### config.mk
export PLATFORM = sky130hd
export DESIGN_NAME = btb_assoc
export DESIGN_NICKNAME = d
export VERILOG_FILES = /design/src/rtl/btb_assoc.sv
export SDC_FILE = /design/constraint.sdc
export NUM_CORES = 2
export LEC_CHECK = 0
export CAP_MARGIN = 20
export CORE_ASPECT_RATIO = 0.5
export CORE_MARGIN = 2
export CORE_UTILIZATION = 35
export DETAILED_ROUTE_END_ITERATION = 10
export GPL_TIMING_DRIVEN = 0
export HOLD_SLACK_MARGIN = 0.03
export PLACE_DENSITY_LB_ADDON = 0.2
export SETUP_SLACK_MARGIN = 0.5
export SYNTH_ARGS = -nofsm -noshare
export SYNTH_HDL_FRONTEND = slang
export SYNTH_SLANG_ARGS = --single-unit
### constraint.sdc
create_clock -name clk -period 14.8 [get_ports clk]
set_input_delay 2.22 -clock clk [delete_from_list [all_inputs] [get_ports clk]]
set_output_delay 2.22 -clock clk [all_outputs]
set_load 0.02 [all_outputs]
### src/rtl/btb_assoc.sv
// Set-associative branch target buffer for the IF stage: combinational lookup of the fetch PC,
// training from resolved EX branches with 2-bit direction counters and round-robin replacement.
module btb_assoc #(
    parameter int         IDX_W    = 4,
    parameter int         WAYS     = 2,
    parameter logic [1:0] CNT_INIT = 2'b10,
    parameter int         STAT_W   = 16
) (
    input  logic              clk,
    input  logic              rst,
    input  logic [31:0]       cur_pc,
    output logic              pred_hit,
    output logic              pred_taken,
    output logic [31:0]       pred_pc,
    input  logic              upd_valid,
    input  logic [31:0]       upd_pc,
    input  logic              upd_taken,
    input  logic [31:0]       upd_target,
    input  logic              upd_mispredict,
    input  logic              inv_all,
    output logic [STAT_W-1:0] mispredict_cnt
);

    localparam int SETS  = 1 << IDX_W;
    localparam int TAG_W = 30 - IDX_W;
    localparam int RR_W  = (WAYS > 1) ? $clog2(WAYS) : 1;

    logic [WAYS-1:0]   valid_q [SETS];
    logic [WAYS-1:0]   valid_d [SETS];
    logic [TAG_W-1:0]  tag_q   [SETS][WAYS];
    logic [TAG_W-1:0]  tag_d   [SETS][WAYS];
    logic [31:0]       tgt_q   [SETS][WAYS];
    logic [31:0]       tgt_d   [SETS][WAYS];
    logic [1:0]        cnt_q   [SETS][WAYS];
    logic [1:0]        cnt_d   [SETS][WAYS];
    logic [RR_W-1:0]   rr_q    [SETS];
    logic [RR_W-1:0]   rr_d    [SETS];
    logic [STAT_W-1:0] mis_cnt_q, mis_cnt_d;

    logic [IDX_W-1:0]  lk_idx, up_idx;
    logic [TAG_W-1:0]  lk_tag, up_tag;
    logic              lk_hit, up_hit, inv_found;
    logic [RR_W-1:0]   lk_way, up_way, inv_way, victim;
    logic              unused_pc_bits;

    function automatic logic [1:0] sat_inc(input logic [1:0] c);
        return (c == 2'b11) ? c : c + 2'b01;
    endfunction

    function automatic logic [1:0] sat_dec(input logic [1:0] c);
        return (c == 2'b00) ? c : c - 2'b01;
    endfunction

    assign lk_idx         = cur_pc[IDX_W+1:2];
    assign lk_tag         = cur_pc[31:IDX_W+2];
    assign up_idx         = upd_pc[IDX_W+1:2];
    assign up_tag         = upd_pc[31:IDX_W+2];
    assign unused_pc_bits = ^{cur_pc[1:0], upd_pc[1:0]};

    always_comb begin
        lk_hit = 1'b0;
        lk_way = '0;
        for (int w = 0; w < WAYS; w++) begin
            if (valid_q[lk_idx][w] && tag_q[lk_idx][w] == lk_tag) begin
                lk_hit = 1'b1;
                lk_way = RR_W'(w);
            end
        end
    end

    // Descending scan so the lowest-index invalid way is the one left selected.
    always_comb begin
        up_hit    = 1'b0;
        up_way    = '0;
        inv_found = 1'b0;
        inv_way   = '0;
        for (int w = 0; w < WAYS; w++) begin
            if (valid_q[up_idx][w] && tag_q[up_idx][w] == up_tag) begin
                up_hit = 1'b1;
                up_way = RR_W'(w);
            end
        end
        for (int w = WAYS - 1; w >= 0; w--) begin
            if (!valid_q[up_idx][w]) begin
                inv_found = 1'b1;
                inv_way   = RR_W'(w);
            end
        end
        victim = inv_found ? inv_way : rr_q[up_idx];
    end

    always_comb begin
        valid_d   = valid_q;
        tag_d     = tag_q;
        tgt_d     = tgt_q;
        cnt_d     = cnt_q;
        rr_d      = rr_q;
        mis_cnt_d = mis_cnt_q;
        if (upd_valid && upd_mispredict && mis_cnt_q != {STAT_W{1'b1}})
            mis_cnt_d = mis_cnt_q + 1'b1;
        if (inv_all) begin
            for (int s = 0; s < SETS; s++) begin
                valid_d[s] = '0;
                rr_d[s]    = '0;
            end
        end else if (upd_valid) begin
            if (up_hit) begin
                if (upd_taken) begin
                    cnt_d[up_idx][up_way] = sat_inc(cnt_q[up_idx][up_way]);
                    tgt_d[up_idx][up_way] = upd_target;
                end else begin
                    cnt_d[up_idx][up_way] = sat_dec(cnt_q[up_idx][up_way]);
                end
            end else if (upd_taken) begin
                valid_d[up_idx][victim] = 1'b1;
                tag_d[up_idx][victim]   = up_tag;
                tgt_d[up_idx][victim]   = upd_target;
                cnt_d[up_idx][victim]   = CNT_INIT;
                // The pointer only advances when it actually supplied the victim.
                if (!inv_found)
                    rr_d[up_idx] = (rr_q[up_idx] == RR_W'(WAYS - 1)) ? '0 : rr_q[up_idx] + 1'b1;
            end
        end
    end

    always_ff @(posedge clk) begin
        if (!rst) begin
            for (int s = 0; s < SETS; s++) begin
                valid_q[s] <= '0;
                rr_q[s]    <= '0;
                for (int w = 0; w < WAYS; w++) cnt_q[s][w] <= 2'b00;
            end
            mis_cnt_q <= '0;
        end else begin
            valid_q   <= valid_d;
            cnt_q     <= cnt_d;
            rr_q      <= rr_d;
            mis_cnt_q <= mis_cnt_d;
        end
    end

    always_ff @(posedge clk) begin
        if (rst) begin
            tag_q <= tag_d;
            tgt_q <= tgt_d;
        end
    end

    assign pred_hit       = rst & lk_hit;
    assign pred_taken     = pred_hit & cnt_q[lk_idx][lk_way][1];
    assign pred_pc        = pred_taken ? tgt_q[lk_idx][lk_way] : cur_pc + 32'd4;
    assign mispredict_cnt = mis_cnt_q;

endmodule

-- Word-level counts from Yosys, hierarchy flattened
Cells that the tools add are included.
- $add $sub $neg: 5
- $mul: 0
- div/mod/pow operators: 0
- order comparisons: 10
- equal/unequal tests: 6
- shift-type cells: 0
- multiplexer cells: 85
- bitwise logic cells: 15
- reductions and logical operators: 18
- operator list (kind ; count):
    $mux 1024 ; 3
    $bwmux 1024 ; 2
    $bwmux 832 ; 1
    $demux 64 s4 ; 2
    $mux 64 ; 7
    $bmux 52 s4 ; 2
    $mux 52 ; 5
    $bmux 64 s4 ; 1
    $demux 52 s4 ; 1
    $mux 32 ; 6
    $bwmux 64 ; 2
    $eq 26x26->1 ; 4
    $demux 32 s1 ; 2
    $or 32x32->32 ; 2
    $add 32x3->32 const B ; 1
    $and 32x32->32 ; 1
    $bmux 4 s4 ; 2
    $demux 4 s4 ; 2
    $not 32->32 ; 1
    $mux 2 ; 15
    $demux 26 s1 ; 1
    $mux 26 ; 1
    $mux 4 ; 6
    $add 16x1->16 const B ; 1
    other kinds (30) ; 68
- register bits after elaboration: 1984
- latch bits: 0
- bits in writable memories: 0
- bits in read-only memories: 0
- bits of input ports: 102
- word-level logic and storage cells: 268
- memories: 0

-- Longest topological paths before layout
- word-level depth: 18
- gate-level depth with buffers: 22

-- Least setup slack after synthesis
Ideal clock, no wire load.
- path type: in2out
- start point: in cur_pc[2]
- end point: out pred_pc[17]
- arrival time: 6215 ps
- slack: 6365 ps
- stages: 15
- path buffers: 6
- path through: buf_2 -> buf_4 -> buf_2 -> buf_2 -> buf_1 -> mux4_2 -> mux4_2 -> xor2_1 -> nor4_1 -> nand4_1 -> nand2b_1 -> mux2i_1 -> nand2_1 -> buf_2 -> mux2i_1
- longest elaborated chain between the ends: 13
- elaborated cells on any way between the ends: 31
- classes of those cells: add/sub (1); eq/ne (2); mux (22); bitwise (4); reduce/logical (2)
- ends and longest elaborated chain (what ; line ; source):
    start: declaration ; 11 ; input logic [31:0] cur_pc,
    $not 4->5 (not written as such) ; 64, 150, 151 ;
    $bmux 52 s4 ; 64 ; if (valid_q[lk_idx][w] && tag_q[lk_idx][w] == lk_tag) begin
    $mux 52 (not written as such) (2 in series) ; 64 ;
    $eq 26x26->1 ; 64 ;
    $logic_and 1x1->1 ; 64 ;
    $mux 1 ; 64 ;
    $not 1->2 (not written as such) ; 150, 151 ;
    $mux 2 (not written as such) (3 in series) ; 150 ; assign pred_taken = pred_hit & cnt_q[lk_idx][lk_way][1];
    $and 1x1->1 ; 150 ;
    $mux 32 (*) ; 151 ; assign pred_pc = pred_taken ? tgt_q[lk_idx][lk_way] : cur_pc + 32'd4;
    end: declaration ; 14 ; output logic [31:0] pred_pc,
Mark *: on every way between the ends. The rest lies on a longest branch, timed or not. The select of a mux whose other input is x is not followed.

-- Worst setup path in the final report
- start point: in cur_pc[3]
- end point: out pred_pc[15]
Same word-level chain as after synthesis.

==> reports/summary.json <==
{
  "outcome": {
    "outcome": "finished, final reports clean"
  },
  "placement": {
    "post-dp-hpwl_um": 300300,
    "globalplace.congestion": 0.9443,
    "preCtsSetupSlack_ns": 2.072,
    "portBuffers": 127
  },
  "logic_synthesis": {
    "ys_dominant_reg_cell": "sky130_fd_sc_hd__edfxtp_1",
    "yosys_cell_types": 89,
    "synth.avg_cell_area_um2": 16.13,
    "synth.top_cell.area_share_pct": 58.82,
    "syn-num-nets": 5977,
    "synth_warnings": 0,
    "syn-instance-count": 5873,
    "ys_seq_elements": 1984,
    "post_synthesis_cell_area_um2": 94760,
    "synth-async-reset-ratio_pct": 0,
    "synth.largest_area_cell": "sky130_fd_sc_hd__edfxtp_1",
    "sequential_element_share_of_the_synthesized_area_pct": 61.52,
    "synth_top_cells_by_area": "sky130_fd_sc_hd__edfxtp_1 (59%), sky130_fd_sc_hd__mux4_2 (17%), sky130_fd_sc_hd__and3_1 (5.8%)",
    "synth_edf_count": 1856
  },
  "detailed_routing": {
    "drt_wl_total_um": 411200,
    "wl_per_cell_um": 40.18,
    "dr_total_vias": 64419,
    "via_to_cell_ratio": 6.295,
    "drt-pass1-iter-count": 8,
    "postRouteAntennaNets": 0,
    "drt_first_iter_violations": 10344,
    "post_route_drc_violation_count": 0
  },
  "hold_path": {
    "hold_path_class": "reg -> reg"
  },
  "flow_run": {
    "max_cap_viol_count": 0
  },
  "sta": {
    "final.period_utilization_pct": 88.47,
    "finalSetupViolations": 0,
    "fin_crit_ns": 13.09,
    "worst-slew-pin-transition_ns": 1.286,
    "hold_viol": 0,
    "fin_worst_skew_ns": 0.05532,
    "final_max_slew_viol_count": 0,
    "layout_setup_ws_ns": 1.706,
    "timing.slew.headroom_pct": 13.92,
    "max_clock_freq_mhz": 76.37,
    "rsz0062_at_grt": "no"
  },
  "die": {
    "die_x_um": 739.9,
    "die_height_um": 371.9,
    "boundaryPins": 152,
    "core_area_um2": 270100,
    "num_rows": 135,
    "die-area_um2": 275200,
    "initial_utilization_pct": 35.08
  },
  "setup_path": {
    "critPathArrivalTime_ns": 10.87,
    "worstSetupStartpointType": "input pin",
    "endpoint_kind": "output port",
    "cp_data_required_time_ns": 12.58,
    "setup.worst_path.class": "in -> out",
    "critical_path.max_fanout": 10,
    "timing.reg2reg.setup_slack_ns": 8.57
  },
  "global_routing": {
    "grt-busiest-layer": "met2",
    "groute.layer.met1.usage_pct": 39.07,
    "grt_start_max_net_pins": 41,
    "grt_pass1_wl_um": 546400,
    "grt_pass1_vias": 61340,
    "grt_util_met3_pct": 6.702,
    "gr-usage-all-layers_pct": 29.19,
    "grt-ovfl-total": 0,
    "grt_antenna_before_repair": 27,
    "global_route.usage.met2_pct": 44.37
  },
  "clocking": {
    "post_cts_resized": 0,
    "clk_latency_ns": 0.89,
    "tritoncts": "done",
    "cts_clk_pin_slew_worst_paths_ns": 0.07,
    "h-tree-depth": 4,
    "cts-hold-fix-buffers": 0,
    "cts_post_setup_buffers_inserted": 0,
    "clock_tree.root_cell": "sky130_fd_sc_hd__clkbuf_16",
    "cts.sinks": 1984,
    "cts_buffers": 201,
    "cts_buffer_depth": 4
  },
  "pwr": {
    "peakVddDrop_mv": 0.09254,
    "design_power_total_mw": 12.18,
    "power_density_nw_per_um2": 110.2,
    "leakagePower_nw": 36.33
  },
  "layout": {
    "final_nets": 6544,
    "nFillCells": 24519,
    "flow.area_growth_from_synthesis_pct": 16.66,
    "layout-drive-gt1-share_pct": 25.72,
    "ff_latch_area_um2": 58300,
    "multi_input_area_um2": 33810
  }
}
routing by layer:
metal  vias up  wire, µm
li1      24775         -
met1     34043    158700
met2      4608    180700
met3       971     45140
met4        22     26560
met5         -       153
registers in the layout, summed over array words and instances (netlist names):
name / flops
mispredict_cnt: 16
rr_q: 16
valid_q: 32
tag_q: 832
tgt_q: 1024
cnt_q: 64
area by class of cell:
cell class,count,area share [%]
timing repair buffer,364,4.178
tap,3630,4.109
sequential,1984,52.74
multi-input combinational,3252,30.59
clock inverter,93,0.6339
antenna,15,0.03396
buffer,618,2.760
inverter,19,0.06452
clock buffer,259,4.898
where the power goes:
part           internal, mW  total (mW)  switching (mW)
Sequential             6.09        6.10         0.00460
Clock                  2.74        5.05            2.31
Combinational         0.335        1.03           0.697
Total                  9.17        12.2            3.01
synth_stat cells (all sizes together) (4+ instances only):
cell	number
a211oi	28
a21boi	12
a21o	6
a21oi	72
a221oi	11
a22o	7
a22oi	47
a311oi	14
a31oi	8
a32oi	21
and2	195
and3	886
buf	238
clkbuf	380
dfxtp	128
edfxtp	1856
inv	19
maj3	4
mux2	93
mux2i	234
mux4	724
nand2	218
nand2b	21
nand3	38
nand3b	4
nand4	24
nor2	109
nor2b	12
nor3	65
nor4	13
o211a	9
o211ai	18
o21ai	70
o221a	5
o22ai	51
o311ai	20
or2	6
or3	8
or4	4
xnor2	94
xor2	54
cell usage in the layout, fill, tap and decap left out, drive strengths merged, types with 8 or more instances in the layout:
master,Yosys,layout
nor4,13,13
a311oi,14,14
clkinv,0,77
bufinv,0,10
o211a,9,9
a21boi,12,12
and3,886,886
xor2,54,54
o21ai,70,70
edfxtp,1856,1856
o22ai,51,51
mux2,93,93
nand3,38,38
a32oi,21,21
a21oi,72,72
a22oi,47,47
and2,195,195
nor3,65,65
a211oi,28,28
diode,0,15
mux2i,234,234
dfxtp,128,128
xnor2,94,94
o211ai,18,18
or3,8,8
a31oi,8,8
clkdlybuf4s50,0,116
nand2,218,218
buf,238,485
inv,19,20
clkbuf,380,640
a221oi,11,11
nor2b,12,12
nand4,24,24
nand2b,21,21
o311ai,20,20
nor2,109,109
mux4,724,724
critical path, stage by stage:
cell,delay [ns]
sky130_fd_sc_hd__clkdlybuf4s50_1,0.50
sky130_fd_sc_hd__buf_2,0.38
sky130_fd_sc_hd__buf_2,0.57
sky130_fd_sc_hd__buf_2,0.67
sky130_fd_sc_hd__buf_2,0.62
sky130_fd_sc_hd__buf_2,0.55
sky130_fd_sc_hd__mux2i_1,0.14
sky130_fd_sc_hd__mux2i_1,0.57
sky130_fd_sc_hd__xnor2_1,0.20
sky130_fd_sc_hd__o2111ai_1,0.23
sky130_fd_sc_hd__a2111o_1,0.39
sky130_fd_sc_hd__or3_1,0.65
sky130_fd_sc_hd__clkbuf_1,0.40
sky130_fd_sc_hd__clkbuf_1,0.60
sky130_fd_sc_hd__a211oi_2,1.10
sky130_fd_sc_hd__mux2_2,0.37
sky130_fd_sc_hd__clkdlybuf4s50_1,0.61
logic make-up (layout without fill, tap and decap cells):
logic type               Yosys count  count (layout)  share of synthesized area (%)
AND/OR/NAND/NOR                 1617            1617                          9.817
adder cells (fa/ha/maj)            6               6                        0.06866
other                              0              15                              0
AO/OA/AOI/OAI                    430             430                          3.161
XOR/XNOR                         148             148                          1.368
multiplexers                    1051            1051                          20.78
buffers and inverters            637            1353                          3.281
flip-flops                      1984            1984                          61.52
stage by stage:
stage / std cells / hold slack [ns] / setup TNS (ns) / util, % / instance area [µm²]
2_1_floorplan: 5873 / 0.4322 / 0 / - / 94760
3_3_place_gp: 9630 / 0.4465 / -54.93 / 37.24 / 100600
3_5_place_dp: 9856 / 0.4570 / 0 / 38.60 / 104300
4_1_cts: 10208 / 0.4650 / 0 / 40.87 / 110400
5_1_grt: 10220 / 0.4847 / 0 / 40.91 / 110500
6_report: 10234 / 0.4712 / 0 / 40.93 / 110500
worst paths after layout:
check / from / end / cells past startpoint
min reg2reg: cnt_q[34] / cnt_q[34] / 2
min: cnt_q[34] / cnt_q[34] / 2
max reg2reg: tag_q[11] / tgt_q[75] / 14
max: cur_pc[3] / pred_pc[15] / 17
Note: power is estimated with default switching activity, not from simulation.
